--- src/rtl/fetch_unit_if.sv ---
// Fetch-unit bus: instruction-memory request/response, redirect input and the IF/ID output slot.
// master = fetch unit side, slave = memory / pipeline side.
interface fetch_unit_if;
  logic        imem_req_valid;
  logic        imem_req_ready;
  logic [31:0] imem_req_addr;
  logic        imem_rsp_valid;
  logic        imem_rsp_ready;
  logic [31:0] imem_rsp_data;
  logic        redirect_valid;
  logic [31:0] redirect_pc;
  logic        out_valid;
  logic        out_ready;
  logic [31:0] out_pc;
  logic [31:0] out_instr;

  modport master (
    output imem_req_valid, imem_req_addr, imem_rsp_ready,
    output out_valid, out_pc, out_instr,
    input  imem_req_ready, imem_rsp_valid, imem_rsp_data,
    input  redirect_valid, redirect_pc, out_ready
  );

  modport slave (
    input  imem_req_valid, imem_req_addr, imem_rsp_ready,
    input  out_valid, out_pc, out_instr,
    output imem_req_ready, imem_rsp_valid, imem_rsp_data,
    output redirect_valid, redirect_pc, out_ready
  );
endinterface

--- src/rtl/fetch_unit.sv ---
// Instruction fetch stage: one outstanding imem read, one-entry output slot, redirect flush.
// Optional FETCH_PERF_EN adds saturating perf_fetched / perf_stall counters.
module fetch_unit #(
    parameter logic [31:0] RESET_PC  = 32'h0000_0000,
    parameter logic [31:0] NOP_INSTR = 32'h0000_0000
) (
    input  logic        clk,
    input  logic        rst,
    fetch_unit_if.master bus,
    output logic [1:0]  dbg_state
`ifdef FETCH_PERF_EN
    ,
    output logic [31:0] perf_fetched,
    output logic [31:0] perf_stall
`endif
);

    // Handshake rule: a transfer happens in any cycle where valid and ready are both
    // high at the rising clock edge; valid never depends on ready on the same channel.
    typedef enum logic [1:0] {IDLE = 2'd0, REQ = 2'd1, WAIT = 2'd2} state_t;

    state_t      state_q, state_d;
    logic [31:0] pc_q, pend_pc_q;
    logic        kill_q;
    logic        out_valid_q;
    logic [31:0] out_pc_q, out_instr_q;

    logic        req_valid, rsp_ready;
    logic        req_hs, rsp_hs, redir, capture, consume;

    assign req_hs  = (state_q == REQ) & bus.imem_req_ready;
    assign rsp_hs  = (state_q == WAIT) & bus.imem_rsp_valid & rsp_ready;
    assign redir   = bus.redirect_valid & (state_q != IDLE);
    assign capture = rsp_hs & ~kill_q & ~redir;
    assign consume = out_valid_q & bus.out_ready;

    always_ff @(posedge clk or posedge rst) begin
        if (rst) state_q <= IDLE;
        else     state_q <= state_d;
    end

    // Redirect never changes the transition: accepted requests still need their response drained.
    always_comb begin
        state_d = state_q;
        case (state_q)
            IDLE:    state_d = REQ;
            REQ:     if (req_hs) state_d = WAIT;
            WAIT:    if (rsp_hs) state_d = REQ;
            default: state_d = IDLE;
        endcase
    end

    always_comb begin
        req_valid = (state_q == REQ);
        rsp_ready = (state_q == WAIT) & (kill_q | ~out_valid_q | bus.out_ready);
    end

    always_ff @(posedge clk or posedge rst) begin
        if (rst) begin
            pc_q        <= RESET_PC;
            pend_pc_q   <= RESET_PC;
            kill_q      <= 1'b0;
            out_valid_q <= 1'b0;
            out_pc_q    <= 32'h0;
            out_instr_q <= NOP_INSTR;
        end else begin
            if (bus.redirect_valid)  pc_q <= {bus.redirect_pc[31:2], 2'b00};
            else if (req_hs)         pc_q <= pc_q + 32'd4;
            if (req_hs)              pend_pc_q <= pc_q;

            if (redir)               kill_q <= (state_q == REQ) ? (req_hs | kill_q) : ~rsp_hs;
            else if (rsp_hs)         kill_q <= 1'b0;

            if (redir) begin
                out_valid_q <= 1'b0;
                out_instr_q <= NOP_INSTR;
            end else if (capture) begin
                out_valid_q <= 1'b1;
                out_pc_q    <= pend_pc_q;
                out_instr_q <= bus.imem_rsp_data;
            end else if (consume) begin
                out_valid_q <= 1'b0;
                out_instr_q <= NOP_INSTR;
            end
        end
    end

    assign bus.imem_req_valid = req_valid;
    assign bus.imem_req_addr  = pc_q;
    assign bus.imem_rsp_ready = rsp_ready;
    assign bus.out_valid      = out_valid_q;
    assign bus.out_pc         = out_pc_q;
    assign bus.out_instr      = out_instr_q;
    assign dbg_state          = state_q;

`ifdef FETCH_PERF_EN
    always_ff @(posedge clk or posedge rst) begin
        if (rst) begin
            perf_fetched <= 32'h0;
            perf_stall   <= 32'h0;
        end else begin
            if (capture && perf_fetched != 32'hFFFF_FFFF)
                perf_fetched <= perf_fetched + 32'd1;
            if (out_valid_q && !bus.out_ready && perf_stall != 32'hFFFF_FFFF)
                perf_stall <= perf_stall + 32'd1;
        end
    end
`endif

endmodule
--- src/flat_wrapper.sv ---
// flat-port wrapper written by rule: the top's interface ports become plain ports
module fetch_unit_flat 
#(
    parameter logic [31:0] RESET_PC  = 32'h0000_0000,
    parameter logic [31:0] NOP_INSTR = 32'h0000_0000
)
  (clk, rst, dbg_state, bus_imem_req_valid, bus_imem_req_addr, bus_imem_rsp_ready, bus_out_valid, bus_out_pc, bus_out_instr, bus_imem_req_ready, bus_imem_rsp_valid, bus_imem_rsp_data, bus_redirect_valid, bus_redirect_pc, bus_out_ready);
  fetch_unit_if bus_i ();
  input  logic clk;
  input  logic rst;
  output logic [1:0] dbg_state;
  output wire logic [$bits(bus_i.imem_req_valid)-1:0] bus_imem_req_valid;
  output wire logic [$bits(bus_i.imem_req_addr)-1:0] bus_imem_req_addr;
  output wire logic [$bits(bus_i.imem_rsp_ready)-1:0] bus_imem_rsp_ready;
  output wire logic [$bits(bus_i.out_valid)-1:0] bus_out_valid;
  output wire logic [$bits(bus_i.out_pc)-1:0] bus_out_pc;
  output wire logic [$bits(bus_i.out_instr)-1:0] bus_out_instr;
  input wire logic [$bits(bus_i.imem_req_ready)-1:0] bus_imem_req_ready;
  input wire logic [$bits(bus_i.imem_rsp_valid)-1:0] bus_imem_rsp_valid;
  input wire logic [$bits(bus_i.imem_rsp_data)-1:0] bus_imem_rsp_data;
  input wire logic [$bits(bus_i.redirect_valid)-1:0] bus_redirect_valid;
  input wire logic [$bits(bus_i.redirect_pc)-1:0] bus_redirect_pc;
  input wire logic [$bits(bus_i.out_ready)-1:0] bus_out_ready;
  assign bus_imem_req_valid = bus_i.imem_req_valid;
  assign bus_imem_req_addr = bus_i.imem_req_addr;
  assign bus_imem_rsp_ready = bus_i.imem_rsp_ready;
  assign bus_out_valid = bus_i.out_valid;
  assign bus_out_pc = bus_i.out_pc;
  assign bus_out_instr = bus_i.out_instr;
  assign bus_i.imem_req_ready = bus_imem_req_ready;
  assign bus_i.imem_rsp_valid = bus_imem_rsp_valid;
  assign bus_i.imem_rsp_data = bus_imem_rsp_data;
  assign bus_i.redirect_valid = bus_redirect_valid;
  assign bus_i.redirect_pc = bus_redirect_pc;
  assign bus_i.out_ready = bus_out_ready;
  fetch_unit #(.RESET_PC(RESET_PC), .NOP_INSTR(NOP_INSTR)) u_core (.clk(clk), .rst(rst), .bus(bus_i), .dbg_state(dbg_state));
endmodule
--- config.mk ---
export PLATFORM = sky130hd
export DESIGN_NAME = fetch_unit_flat
export DESIGN_NICKNAME = d
export VERILOG_FILES = /design/src/rtl/fetch_unit_if.sv /design/src/rtl/fetch_unit.sv /design/src/flat_wrapper.sv
export SDC_FILE = /design/constraint.sdc
export NUM_CORES = 1
export LEC_CHECK = 0
export ABC_CLOCK_PERIOD_IN_PS = 4900
export CORE_MARGIN = 3
export CORE_UTILIZATION = 40
export DETAILED_ROUTE_END_ITERATION = 10
export GPL_TIMING_DRIVEN = 0
export PLACE_DENSITY = 0.71
export SETUP_SLACK_MARGIN = 0.3
export SLEW_MARGIN = 20
export SYNTH_ARGS = -nofsm -noshare
export SYNTH_HDL_FRONTEND = slang
export SYNTH_SLANG_ARGS = --single-unit
--- constraint.sdc ---
create_clock -name clk -period 4.9 [get_ports clk]
set_input_delay 0.98 -clock clk [delete_from_list [all_inputs] [get_ports clk]]
set_output_delay 0.98 -clock clk [all_outputs]
set_load 0.01 [all_outputs]
==> impl_metrics.yaml <==
yosys:
  netlist_area_um2: 5350
  async_flop_share_pct: 100
  synth_warnings: 0
  synth_edf_count: 0
  yosysUniqueCellTypes: 46
  syn_inst: 487
  synth-seq-cells: 126
  avgSynthCellArea_um2: 11.0
  synth_seq_area_share_pct: 59.0
  synth_ff_type: "dfrtp_1"
sta:
  fmax_ghz: 0.303
  finalHoldViolations: 0
  fin_ws_ns: 1.60
  period_share_pct: 67.3
  worst_slew_pin_slew_ns: 0.728
  maxSlewHeadroom_pct: 51.2
  fin_skew_ns: 0.00543
  fin_crit_ns: 3.30
  timing.hold.ws_ns: 0.472
  finalSetupViolations: 0
  grt_setup_unrepaired: "false"
  tns_ns: 0
  slew_viol_final: 0
setup_path:
  start_kind: "input port"
  critPathArrivalTime_ns: 2.32
  worst-setup-path-type: "in2out"
  crit_fanout: 3
  cp-end-kind: "output pin"
  required_ns: 3.92
pwr:
  netSwitchingFraction_pct: 28.9
  p_per_area_nw_per_um2: 502
  irDropWorstVdd_uv: 283
  power.leakage_nw: 3.42
  p_seq_share_pct: 39.0
  switching_power_mw: 1.14
  internal_power_mw: 2.82
  pwr-share-comb_pct: 27.4
  pwr-share-clk_pct: 33.5
detailed_routing:
  routedWlPerCell_um: 17.5
  drtIter0Drc: 343
  wl_mm: 15.0
  drc: 0
  vias: 4484
  first_pass_iters: 7
  vias_per_cell: 5.22
  ant_nets: 0
hold_path:
  worstHoldPathType: "reg2reg"
clock_tree:
  cts_tree: "done"
  cts_root_buf: "clkbuf_16"
  clk_path_buf_depth: 2
  cts_buffers: 17
  htreeDepth: 4
  insertion_delay_ns: 0.41
  clock_sinks: 126
  path_clk_slew_ns: 0.05
  post_cts_buffers: 0
  hold_buffers: 0
  post_cts_resized: 0
job:
  maxCapViolCount: 0
grt:
  grt.total_usage_pct: 20.4
  grt_max_degree: 72
  antenna_found_initial: 0
  gr-total-overflow: 0
  grt_pass1_vias: 4451
  grt_first_pass_wirelength_mm: 23.7
cells_and_area:
  finalNetCount: 745
  stdcell_count: 859
  antenna_cells: 0
  final_area_um2: 7890
  layout_common_cells: "clkdlybuf4s50_1, dfrtp_1, nand2_1, a22o_1, mux2_2"
  final.fill_count: 1095
  drive_above_1_share_pct: 11.2
  layout_commonest_cell: "clkdlybuf4s50_1"
  areaGrowthSynthToFinish_pct: 47.5
placement:
  placed_area_um2: 7250
  dp_slack_ns: 1.40
  dp_cells: 827
  port_buffers: 164
  place_congestion: 0.822
  hpwl_mm: 11.1
floorplanning:
  die_w_um: 122
  rows: 41
  start_util_pct: 41.7
  dieHeight_um: 122
  die_area_um2: 14800
  num_io_pins: 171
  coreArea_um2: 12800
outcome:
  status: "finished, final reports clean"
-- layer usage --
metal	vias to the layer above	global-route usage (%)	wire [um]
met1	2207	29.0	6610
met4	0	6.16	180
met2	148	32.2	7450
met3	18	3.67	775
li1	2111	-	-
met5	-	0	0
-- registers in the layout, summed over array words and instances, names as in the netlist --
name / flops
u_core.bus.imem_req_addr: 30
u_core.bus.out_instr: 32
u_core.bus.out_pc: 30
u_core.bus.out_valid: 1
u_core.dbg_state: 2
u_core.kill_q: 1
u_core.pend_pc_q: 30
-- worst max-delay path, cell delays in order --
cell	delay, ns
clkdlybuf4s50_1	0.48
nand2b_1	0.15
o21a_1	0.15
clkdlybuf4s50_1	0.56
-- cell families (layout without fill, tap and decap cells) --
group	count (synthesis)	in the layout	synth area share [%]
flops	126	126	59.0
other cells	1	4	0.0701
xor+xnor	11	11	1.80
mux	31	31	6.50
compound gates	93	93	12.5
simple gates	187	187	16.9
buf+inv	37	234	3.04
fa+ha+maj	1	1	0.234
-- through the flow --
stage	util (%)	total power [mW]
3_5_place_dp	56.5	2.66
6_report	61.5	3.96
3_3_place_gp	56.3	2.62
4_1_cts	61.5	4.00
5_1_grt	61.5	4.17
2_1_floorplan	-	2.04
-- worst paths after layout --
path | end | start | slack (ns) | cells past startpoint
min in group asynchronous | u_core.bus.out_instr[6] | rst | 1.06 | 2
setup reg to reg | u_core.bus.out_pc[22] | u_core.dbg_state[1] | 2.35 | 5
hold / removal | u_core.pend_pc_q[27] | u_core.pend_pc_q[27] | 0.47 | 2
max in group asynchronous | u_core.bus.imem_req_addr[15] | rst | 3.13 | 3
setup / recovery | bus_imem_rsp_ready | bus_out_ready | 1.60 | 4
hold reg to reg | u_core.pend_pc_q[27] | u_core.pend_pc_q[27] | 0.47 | 2
-- cells in the mapped netlist, drive strengths merged, types with 4 or more instances --
library cell  instances  area (um2)
o31ai                14         105
or4                  15         114
nor2                 17        63.8
a21oi                 4        20.0
nor4                  5        31.3
mux2                 30         338
o21ai                19        95.1
clkbuf               22        82.6
nand2               106         398
a31oi                15        93.8
dfrtp               126        3150
nor3                  4        25.0
xnor2                 9        78.8
a22o                 32         280
nand4                 7        58.8
nand3                12        60.1
inv                   6        22.5
buf                   9        57.6
-- power groups by stage --
stage / sequential (mW) / combinational [mW] / clock (mW)
global route: 1.59 / 1.18 / 1.40
detailed placement: 1.56 / 1.10 / 0
floorplan: 1.60 / 0.440 / 0
CTS: 1.55 / 1.10 / 1.35
finish: 1.55 / 1.09 / 1.33
global placement: 1.55 / 1.07 / 0
-- area by class of cell --
class / instances / area, um2 / share of cell area, %
sequential: 126 / 3150 / 40.0
multi-input combinational: 327 / 2040 / 25.9
inverter: 6 / 27.5 / 0.349
buffer: 31 / 140 / 1.78
clock buffer: 23 / 508 / 6.44
tap: 172 / 215 / 2.73
clock inverter: 9 / 130 / 1.65
timing repair buffer: 165 / 1670 / 21.2
(Power assumes the default switching activity.)
